File: src/rtl/ysyx_22040759_axi_arbiter.sv
// Two-master arbiter: instruction fetch and data access share one AXI bridge port.
// Define YSYX_22040759_ARB_RR_EN for alternating tie-breaks; by default data wins with a starvation guard.
`timescale 1ns/1ps

module ysyx_22040759_axi_arbiter #(
    parameter int STARVE_LIMIT = 4
) (
    input  logic        clock,
    input  logic        reset,
    input  logic        if_valid,
    input  logic [31:0] if_addr,
    output logic        if_ready,
    output logic [63:0] if_data_read,
    input  logic        mem_valid,
    input  logic        mem_req,
    input  logic [31:0] mem_addr,
    input  logic [2:0]  mem_size,
    input  logic [63:0] mem_data_write,
    output logic        mem_ready,
    output logic [63:0] mem_data_read,
    output logic        bus_valid,
    input  logic        bus_ready,
    output logic        bus_req,
    output logic [31:0] bus_addr,
    output logic [2:0]  bus_size,
    output logic [63:0] bus_data_write,
    input  logic [63:0] bus_data_read
);

    typedef enum logic [1:0] {
        IDLE     = 2'd0,
        IF_BUSY  = 2'd1,
        MEM_BUSY = 2'd2
    } state_t;

    localparam logic [2:0] FETCH_SIZE = 3'b011;

    state_t      state_reg;
    logic        bus_req_reg;
    logic [31:0] bus_addr_reg;
    logic [2:0]  bus_size_reg;
    logic [63:0] bus_data_write_reg;

    logic grant_if;
    logic grant_mem;

`ifdef YSYX_22040759_ARB_RR_EN
    // Set means the fetch side wins the next tie (it was not granted last).
    logic prefer_if_reg;

    always_ff @(posedge clock or posedge reset) begin
        if (reset) begin
            prefer_if_reg <= 1'b1;
        end else if (grant_if) begin
            prefer_if_reg <= 1'b0;
        end else if (grant_mem) begin
            prefer_if_reg <= 1'b1;
        end
    end
`else
    localparam logic [3:0] STARVE_MAX = 4'(STARVE_LIMIT);

    logic [3:0] starve_reg;

    // Counts data grants that overtook a waiting fetch; only meaningful in IDLE.
    always_ff @(posedge clock or posedge reset) begin
        if (reset) begin
            starve_reg <= 4'd0;
        end else if (state_reg == IDLE) begin
            if (!if_valid || grant_if) begin
                starve_reg <= 4'd0;
            end else if (grant_mem && (starve_reg != STARVE_MAX)) begin
                starve_reg <= starve_reg + 4'd1;
            end
        end
    end
`endif

    always_comb begin
        grant_if  = 1'b0;
        grant_mem = 1'b0;
        if (state_reg == IDLE) begin
            if (if_valid && mem_valid) begin
`ifdef YSYX_22040759_ARB_RR_EN
                if (prefer_if_reg) begin
                    grant_if = 1'b1;
                end else begin
                    grant_mem = 1'b1;
                end
`else
                if (starve_reg == STARVE_MAX) begin
                    grant_if = 1'b1;
                end else begin
                    grant_mem = 1'b1;
                end
`endif
            end else if (if_valid) begin
                grant_if = 1'b1;
            end else if (mem_valid) begin
                grant_mem = 1'b1;
            end
        end
    end

    // Bus request fields are captured once at grant and held for the whole transfer.
    always_ff @(posedge clock or posedge reset) begin
        if (reset) begin
            state_reg          <= IDLE;
            bus_req_reg        <= 1'b0;
            bus_addr_reg       <= 32'd0;
            bus_size_reg       <= 3'd0;
            bus_data_write_reg <= 64'd0;
        end else begin
            case (state_reg)
                IDLE: begin
                    if (grant_if) begin
                        state_reg          <= IF_BUSY;
                        bus_req_reg        <= 1'b0;
                        bus_addr_reg       <= if_addr;
                        bus_size_reg       <= FETCH_SIZE;
                        bus_data_write_reg <= 64'd0;
                    end else if (grant_mem) begin
                        state_reg          <= MEM_BUSY;
                        bus_req_reg        <= mem_req;
                        bus_addr_reg       <= mem_addr;
                        bus_size_reg       <= mem_size;
                        bus_data_write_reg <= mem_data_write;
                    end
                end
                IF_BUSY, MEM_BUSY: begin
                    if (bus_ready) begin
                        state_reg <= IDLE;
                    end
                end
                default: state_reg <= IDLE;
            endcase
        end
    end

    assign bus_valid      = (state_reg != IDLE);
    assign bus_req        = bus_req_reg;
    assign bus_addr       = bus_addr_reg;
    assign bus_size       = bus_size_reg;
    assign bus_data_write = bus_data_write_reg;

    // Index 0 is fetch, index 1 is data; completion is forwarded in the bus_ready cycle.
    logic [1:0]  owner_busy;
    logic [1:0]  owner_ready;
    logic [63:0] owner_data [2];

    assign owner_busy = {state_reg == MEM_BUSY, state_reg == IF_BUSY};

    generate
        for (genvar gi = 0; gi < 2; gi++) begin : g_owner
            assign owner_ready[gi] = owner_busy[gi] & bus_ready;
            assign owner_data[gi]  = owner_ready[gi] ? bus_data_read : 64'd0;
        end
    endgenerate

    assign if_ready      = owner_ready[0];
    assign if_data_read  = owner_data[0];
    assign mem_ready     = owner_ready[1];
    assign mem_data_read = owner_data[1];

endmodule

File: config.mk
export PLATFORM = sky130hd
export DESIGN_NAME = ysyx_22040759_axi_arbiter
export DESIGN_NICKNAME = d
export VERILOG_FILES = /design/src/rtl/ysyx_22040759_axi_arbiter.sv
export SDC_FILE = /design/constraint.sdc
export NUM_CORES = 1
export LEC_CHECK = 0
export CORE_AREA = 2 2 170 172
export DETAILED_ROUTE_END_ITERATION = 7
export DIE_AREA = 0 0 172 174
export PLACE_DENSITY = 0.52
export SLEW_MARGIN = 20
export SYNTH_ARGS = -nofsm -noshare
export SYNTH_HDL_FRONTEND = slang
export SYNTH_SLANG_ARGS = --single-unit
File: constraint.sdc
create_clock -name clock -period 4.05 [get_ports clock]
set_input_delay 0.81 -clock clock [delete_from_list [all_inputs] [get_ports clock]]
set_output_delay 0.81 -clock clock [all_outputs]
set_load 0.05 [all_outputs]
==> implementation parameters, run 1 <==
Parameter                              Value

Detailed routing
  Antenna Violating Nets Remaining ... 0
  Vias ... 5,848
  Routed length per placed instance ... between 15 and 20 um
  Via count normalized by instance count ... between 4 and 5
  Final wirelength ... roughly 24 mm
  TritonRoute pass-1 iters ... 4
  Total DRC errors in the routed layout ... 0
  Detailed router's first-iteration violation count ... ~280

Synth
  Distinct cell type count of the synthesized netlist ... 29
  Summed instance area of the synthesized netlist ... ~5400 sq um
  Portion of synthesized cell area occupied by the leading cell type ... between 40% and 50%
  Most frequent cells after synthesis ... 128 x and3_1, 106 x dfrtp_1, 67 x nand2_1, 66 x a22o_1, 33 x a21oi_1
  Mux share of post-synthesis cell area ... 0.374%
  Adder-cell share of the synthesized area ... under 10%
  Yosys reg bits ... roughly 110
  Async set-or-reset flop fraction in the synthesized netlist ... 100%
  Fraction of the mapped netlist area in compound gates ... between 20% and 30%
  Post-synthesis net count ... 737
  Xor/xnor share of the synthesized area ... 0%
  Warnings from Yosys ... 0
  Most frequent cell after synthesis ... and3_1
  Instance count of the mapped netlist ... between 500 and 600
  Fraction of the yosys area taken by sequential cells ... 49.6%
  Cell accounting for the most synthesized area ... dfrtp_1
  Most frequently used flop master after synthesis ... dfrtp_1
  Share of synthesized cell area in and, or, nand and nor gates ... between 20% and 30%
  Leading post-synthesis cells by cell area ... dfrtp_1 50%, and3_1 15%, a22o_1 11%
  Synthesized area divided by synthesized cell count ... 10.1 sq um
  Count of flip-flops with a built-in enable after synthesis ... 0
  Dominant combinational cell family by area after synthesis ... simple AND/OR/NAND/NOR gates

Floorplan
  Die Area ... 29,900 sq um
  I/O pin count ... 432
  Floorplan Core Area ... ~28,000 sq um
  Horiz. Die Dim ... 172 um
  Initial cell density of the core ... 18.9%
  Chip height ... 174 um
  Cell Rows ... 62

GRT
  Met1 Usage GRT ... between 15 and 20%
  Vias in the first global route ... between 5,000 and 6,000
  Antenna violations before repair ... 1
  Met2 Usage GRT ... between 20% and 30%
  Overflow left after global routing ... 0
  Total Routing Usage GR ... approximately 15%
  First-pass GRT wire length ... between 30 and 40 mm
  Maximum number of pins on one net before global-route repair ... a little under 100
  Most heavily used metal layer in global routing ... met2
  Met3 usage ... around 3.8%

STA
  Achievable clock frequency ... 0.300 GHz
  Count of final max-slew check failures ... 0
  Worst-margin pin slew ... around 0.67 ns
  Setup TNS Final ... 0 ns
  Worst slew margin ... about 55%
  Final Hold Vio Count ... 0
  Hold Worst Slack ... ~0.51 ns
  Final setup fails ... 0
  Final worst slack ... 0.715 ns
  Final Skew ... around 0.012 ns
  Part of the cycle the worst path needs ... just over 80%
  Final critical path time including I/O delays and setup ... 3.33 ns
  Setup repair after global routing missed its margin ... no

Clock network
  Htree depth ... 3
  Total of cells resized after clock tree synthesis ... 0
  Source-to-sink clock delay at the later pin of the worst-skew pair ... 0.36 ns
  Bufs on Longest Clock Path ... 2
  Number of post-CTS setup repair buffers ... 0
  CTS Buf Count ... 9
  Number of clock sinks ... between 100 and 150
  Clock tree from TritonCTS ... done
  Cts-stage hold buffer count ... 0
  Root cell of the clock tree ... clkbuf_16
  Clock transition at the registers of the reported paths ... 0.08 ns

Placed design
  Placed cell count ... approximately 1,300
  Detailed placer's ending HPWL ... 17.0 mm
  IO buf count ... 431
  Last weighted congestion value of the routability-driven placer ... between 0.8 and 0.9
  Post-place setup slack ... 0.739 ns

Finish
  Number of nets in the layout ... approximately 1,100
  Non-filler instance count after layout ... approximately 1,300
  Fillcell total ... between 2,000 and 3,000
  Flip-flop count of the largest register after layout ... 64
  Area grow syn2layout ... 92.1%
  Post-layout utilization of the core ... between 30 and 40%
  Share of layout cells above drive strength 1 ... about 3.9%

Critical path
  Required @ worst endpoint ... 3.24 ns
  Critical path peak fanout ... 65
  Top cell family by delay on the critical path ... buffers and inverters
  Startpoint types ... register
  Data arrival time of the critical path ... about 2.5 ns
  Worst path buffer plus inverter count ... 3
  Critical-path cell list ... inv_1 > ha_1 > buf_4 > and3_1 > clkdlybuf4s50_1
  Worst Setup Path Type ... register to output port
  CP max-delay cell ... clkdlybuf4s50_1
  CP max stage delay ... approximately 0.81 ns
  Type of destination of the critical path ... output port

Pwr
  Static Leakage ... ~4.5 nW
  PD cells ... between 700 and 800 nW/um^2
  Largest voltage drop on the vdd net ... 0.336 mV

Run status
  Run status ... complete, no violations

Run
  Max-cap check violation count ... 0

Min path
  Type of the tightest min-delay check ... register to register
## layout by cell type, fill, tap and decap left out, drive strengths merged
cell / synthesis / routed
buf: 30 / 12
mux2i: 2 / 2
o22a: 2 / 2
nand3: 2 / 2
clkbuf: 32 / 10
a21oi: 33 / 33
a211o: 1 / 1
clkinv: 0 / 4
o311ai: 2 / 2
o21ai: 1 / 1
o22ai: 2 / 2
inv: 8 / 10
a22o: 66 / 66
and3: 128 / 128
nand2: 67 / 67
a32oi: 32 / 32
and2: 3 / 3
nand4: 3 / 3
o21a: 1 / 1
ha: 5 / 5
o211a: 1 / 1
nor2: 1 / 1
dfrtp: 106 / 106
nand3b: 1 / 1
o211ai: 1 / 1
nor2b: 1 / 1
diode: 0 / 1
clkdlybuf4s50: 0 / 429
## metal layers
metal / vias to the layer above / share of wire (%) / routed length, um
li1: 2764 / - / -
met1: 2854 / 43 / 10300
met2: 201 / 48 / 11200
met3: 29 / 7.2 / 1700
met4: 0 / 1.8 / 424
met5: - / 0 / 0
## through the flow
stage	total power, mW	instance area (sq um)
detailed placement	7.02	9980
CTS	7.96	10300
global route	8.25	10300
floorplan	5.18	5350
global placement	7.01	9980
finish	7.85	10300
## logic make-up after synthesis
group | after synthesis
AND/OR/NAND/NOR | 206
adder cells (fa/ha/maj) | 5
multiplexers | 2
flip-flops | 106
AO/OA/AOI/OAI | 142
buffers and inverters | 70
## layout make-up
class | instances | area, sq um | area share [%]
clock buffer | 10 | 239 | 2.33
antenna | 1 | 2.50 | 0.0243
tap | 384 | 480 | 4.67
multi-input combinational | 355 | 2360 | 22.9
sequential | 106 | 2650 | 25.8
inverter | 8 | 32.5 | 0.317
timing repair buffer | 441 | 4460 | 43.4
clock inverter | 6 | 57.6 | 0.560
## worst register-to-register path, delay by kind of cell (launching register included)
family          cells  cell delay (ns)
fa+ha+maj           1             0.51
flops               1             0.39
compound gates      2             0.81
buf+inv             2             0.43
## final timing paths
kind / startpoint / to / slack (ns) / depth (start not counted)
worst max-delay path: state_reg[1] / if_data_read[5] / 0.72 / 5
worst min-delay path: bus_data_write[49] / bus_data_write[49] / 0.51 / 1
worst max register to register: state_reg[0] / bus_data_write[33] / 1.84 / 5
worst min register to register: bus_data_write[49] / bus_data_write[49] / 0.51 / 1
max in group asynchronous: reset / bus_addr[20] / 2.36 / 3
min in group asynchronous: reset / bus_data_write[17] / 0.88 / 2
## power breakdown
group | total (mW) | switching, mW | leakage (nW) | internal, mW
clock network | 0.899 | 0.451 | 0.147 | 0.449
logic | 5.15 | 3.40 | 3.05 | 1.75
registers | 1.80 | 0.283 | 1.34 | 1.52
(Power assumes the default switching activity.)
==> run 2, diff against run 1 <==
- clock period: 4.05 -> 3.45 ns (I/O delays scaled with it)
==> run 2 against run 1 <==
  * Wire length rose by 4.8%
  * Clock power rose by 23%
  * Count of clock-buffer cells in the layout fell by 1
  * Combinational power rose by 23%
  * Largest cell class unchanged
  * Largest power group unchanged
==> implementation parameters, run 2 (synthesized netlist as in run 1, its figures left out) <==
Parameter                              Value

Run status
  Run status ... complete, no violations

GRT
  Overflow left after global routing ... 0
  Total Routing Usage GR ... 15.8%
  First-pass GRT wire length ... approximately 36 mm
  Vias in the first global route ... 5,717
  Maximum number of pins on one net before global-route repair ... ~130
  Antenna violations before repair ... 3

Finish
  Area taken by multi-input logic gates ... 2360 sq um
  Share of layout cells above drive strength 1 ... 18.1%
  Area grow syn2layout ... 107%
  Fillcell total ... between 2,000 and 3,000
  Number of nets in the layout ... roughly 1,100
  Flip-flop count of the largest register after layout ... 64
  Most frequent cells in the layout ... 300 x clkdlybuf4s50_1, 128 x and3_1, 106 x dfrtp_1, 92 x buf_12, 67 x nand2_1
  Most common cell after layout, fill and taps aside ... clkdlybuf4s50_1
  Area of all sequential standard cells ... 2650 sq um
  Non-filler instance count after layout ... 1,315

Clock network
  Clock transition at the registers of the reported paths ... ~0.070 ns
  CTS Buf Count ... 9
  Total of cells resized after clock tree synthesis ... 0
  Cts-stage hold buffer count ... 0
  Htree depth ... 3
  Number of post-CTS setup repair buffers ... 0
  Number of clock sinks ... roughly 110
  Bufs on Longest Clock Path ... 2
  Clock tree from TritonCTS ... done
  Root cell of the clock tree ... clkbuf_16
  Source-to-sink clock delay at the later pin of the worst-skew pair ... between 0.3 and 0.4 ns

Placed design
  Detailed placer's ending HPWL ... around 18 mm
  Last weighted congestion value of the routability-driven placer ... between 0.7 and 0.8
  Placed cell count ... 1,297
  IO buf count ... approximately 430
  Post-place setup slack ... about 0.87 ns

Floorplan
  Die Area ... between 20,000 and 30,000 sq um
  Horiz. Die Dim ... 172 um
  Chip height ... around 170 um
  Floorplan Core Area ... 28,200 sq um
  I/O pin count ... 432
  Initial cell density of the core ... between 10% and 20%
  Cell Rows ... 62

Critical path
  Data arrival time of the critical path ... 2.21 ns
  Reg2Reg Capture Point ... bus_addr[0]
  Top cell family by delay on the critical path ... buffers and inverters
  CP max stage delay ... 0.76 ns
  CP max-delay cell ... clkdlybuf4s50_1
  Cell depth of the worst setup path ... 4
  Reg2reg start ... state_reg[1]
  Worst path buffer plus inverter count ... 3
  Critical-path cell list ... inv_1 > ha_1 > inv_2 > clkdlybuf4s50_1
  Startpoint types ... register
  Flop-to-flop setup slack ... around 1.4 ns
  Type of destination of the critical path ... output port
  Worst Setup Path Type ... register to output port
  Cell depth of the worst flop-to-flop path ... 6
  Critical path peak fanout ... 11
  Required @ worst endpoint ... 2.76 ns

Pwr
  Largest voltage drop on the vdd net ... ~0.52 mV
  PD cells ... approximately 870 nW/um^2
  Total power of the final layout ... 9.59 mW
  Static Leakage ... ~5 nW

STA
  Final Hold Vio Count ... 0
  Achievable clock frequency ... between 0.3 and 0.4 GHz
  Final setup fails ... 0
  Setup repair after global routing missed its margin ... no
  Setup TNS Final ... 0 ns
  Worst slew margin ... 58.8%
  Final worst slack ... 0.551 ns
  Final critical path time including I/O delays and setup ... slightly below 3 ns
  Final Skew ... around 0.013 ns
  Part of the cycle the worst path needs ... a little over four fifths
  Hold Worst Slack ... around 0.51 ns
  Worst-margin pin slew ... 0.618 ns
  Count of final max-slew check failures ... 0

Detailed routing
  Via count normalized by instance count ... ~4.4
  Detailed router's first-iteration violation count ... between 200 and 300
  Vias ... between 5,000 and 6,000
  Routed length per placed instance ... 18.8 um
  Final wirelength ... about 25 mm
  Antenna Violating Nets Remaining ... 0
  Total DRC errors in the routed layout ... 0
  TritonRoute pass-1 iters ... 4

Min path
  Worst hold path startpoint ... bus_data_write[28]
  Hold worst-path end ... bus_data_write[28]
  Hold depth ... 1
  Type of the tightest min-delay check ... register to register

Run
  Max-cap check violation count ... 0
[run 2: cell count changes in the layout (fill, tap and decap cells not counted), moves of 3 or more]
cell             before  now
clkinv_4              4    1
buf_4                 5   51
clkdlybuf4s50_1     429  300
buf_12                6   92
clkinvlp_4            0    3
[run 2: worst max-delay path by stage]
stage / from / to / slack, ns
detailed placement: mem_valid / bus_addr[10] / 0.87
global route: state_reg[1] / if_data_read[37] / 0.36
floorplan: bus_ready / if_data_read[29] / 1.13
finish: state_reg[1] / bus_valid / 0.55
CTS: state_reg[1] / bus_valid / 0.50
global placement: if_valid / bus_addr[0] / 0.88
[run 2: layer usage]
layer  share of wire, %  global-route usage (%)  up-vias
li1                   -                       -     2764
met1                 43                    20.5     2841
met2                 49                    26.0      212
met3                6.6                    4.39       24
met4                1.7                    3.82        0
met5                  0                       0        -
[run 2: report_power, final]
| part | total, mW | internal, mW | switching (mW) |
|---|---|---|---|
| Combinational | 6.36 | 2.30 | 4.06 |
| Clock | 1.11 | 0.579 | 0.527 |
| Sequential | 2.12 | 1.78 | 0.336 |
| Total | 9.59 | 4.66 | 4.93 |
[run 2: final cells by class]
| type | count | share of cell area [%] |
|---|---|---|
| tap | 384 | 4.34 |
| clock inverter | 7 | 0.769 |
| multi-input combinational | 355 | 21.3 |
| antenna | 2 | 0.0452 |
| timing repair buffer | 444 | 47.3 |
| clock buffer | 9 | 2.03 |
| inverter | 8 | 0.305 |
| sequential | 106 | 24.0 |
[run 2: metrics by stage]
stage	area, sq um	utilization (%)
6_report	11100	39.2
3_3_place_gp	10800	38.1
2_1_floorplan	5350	-
5_1_grt	11100	39.2
3_5_place_dp	10800	38.1
4_1_cts	11100	39.2
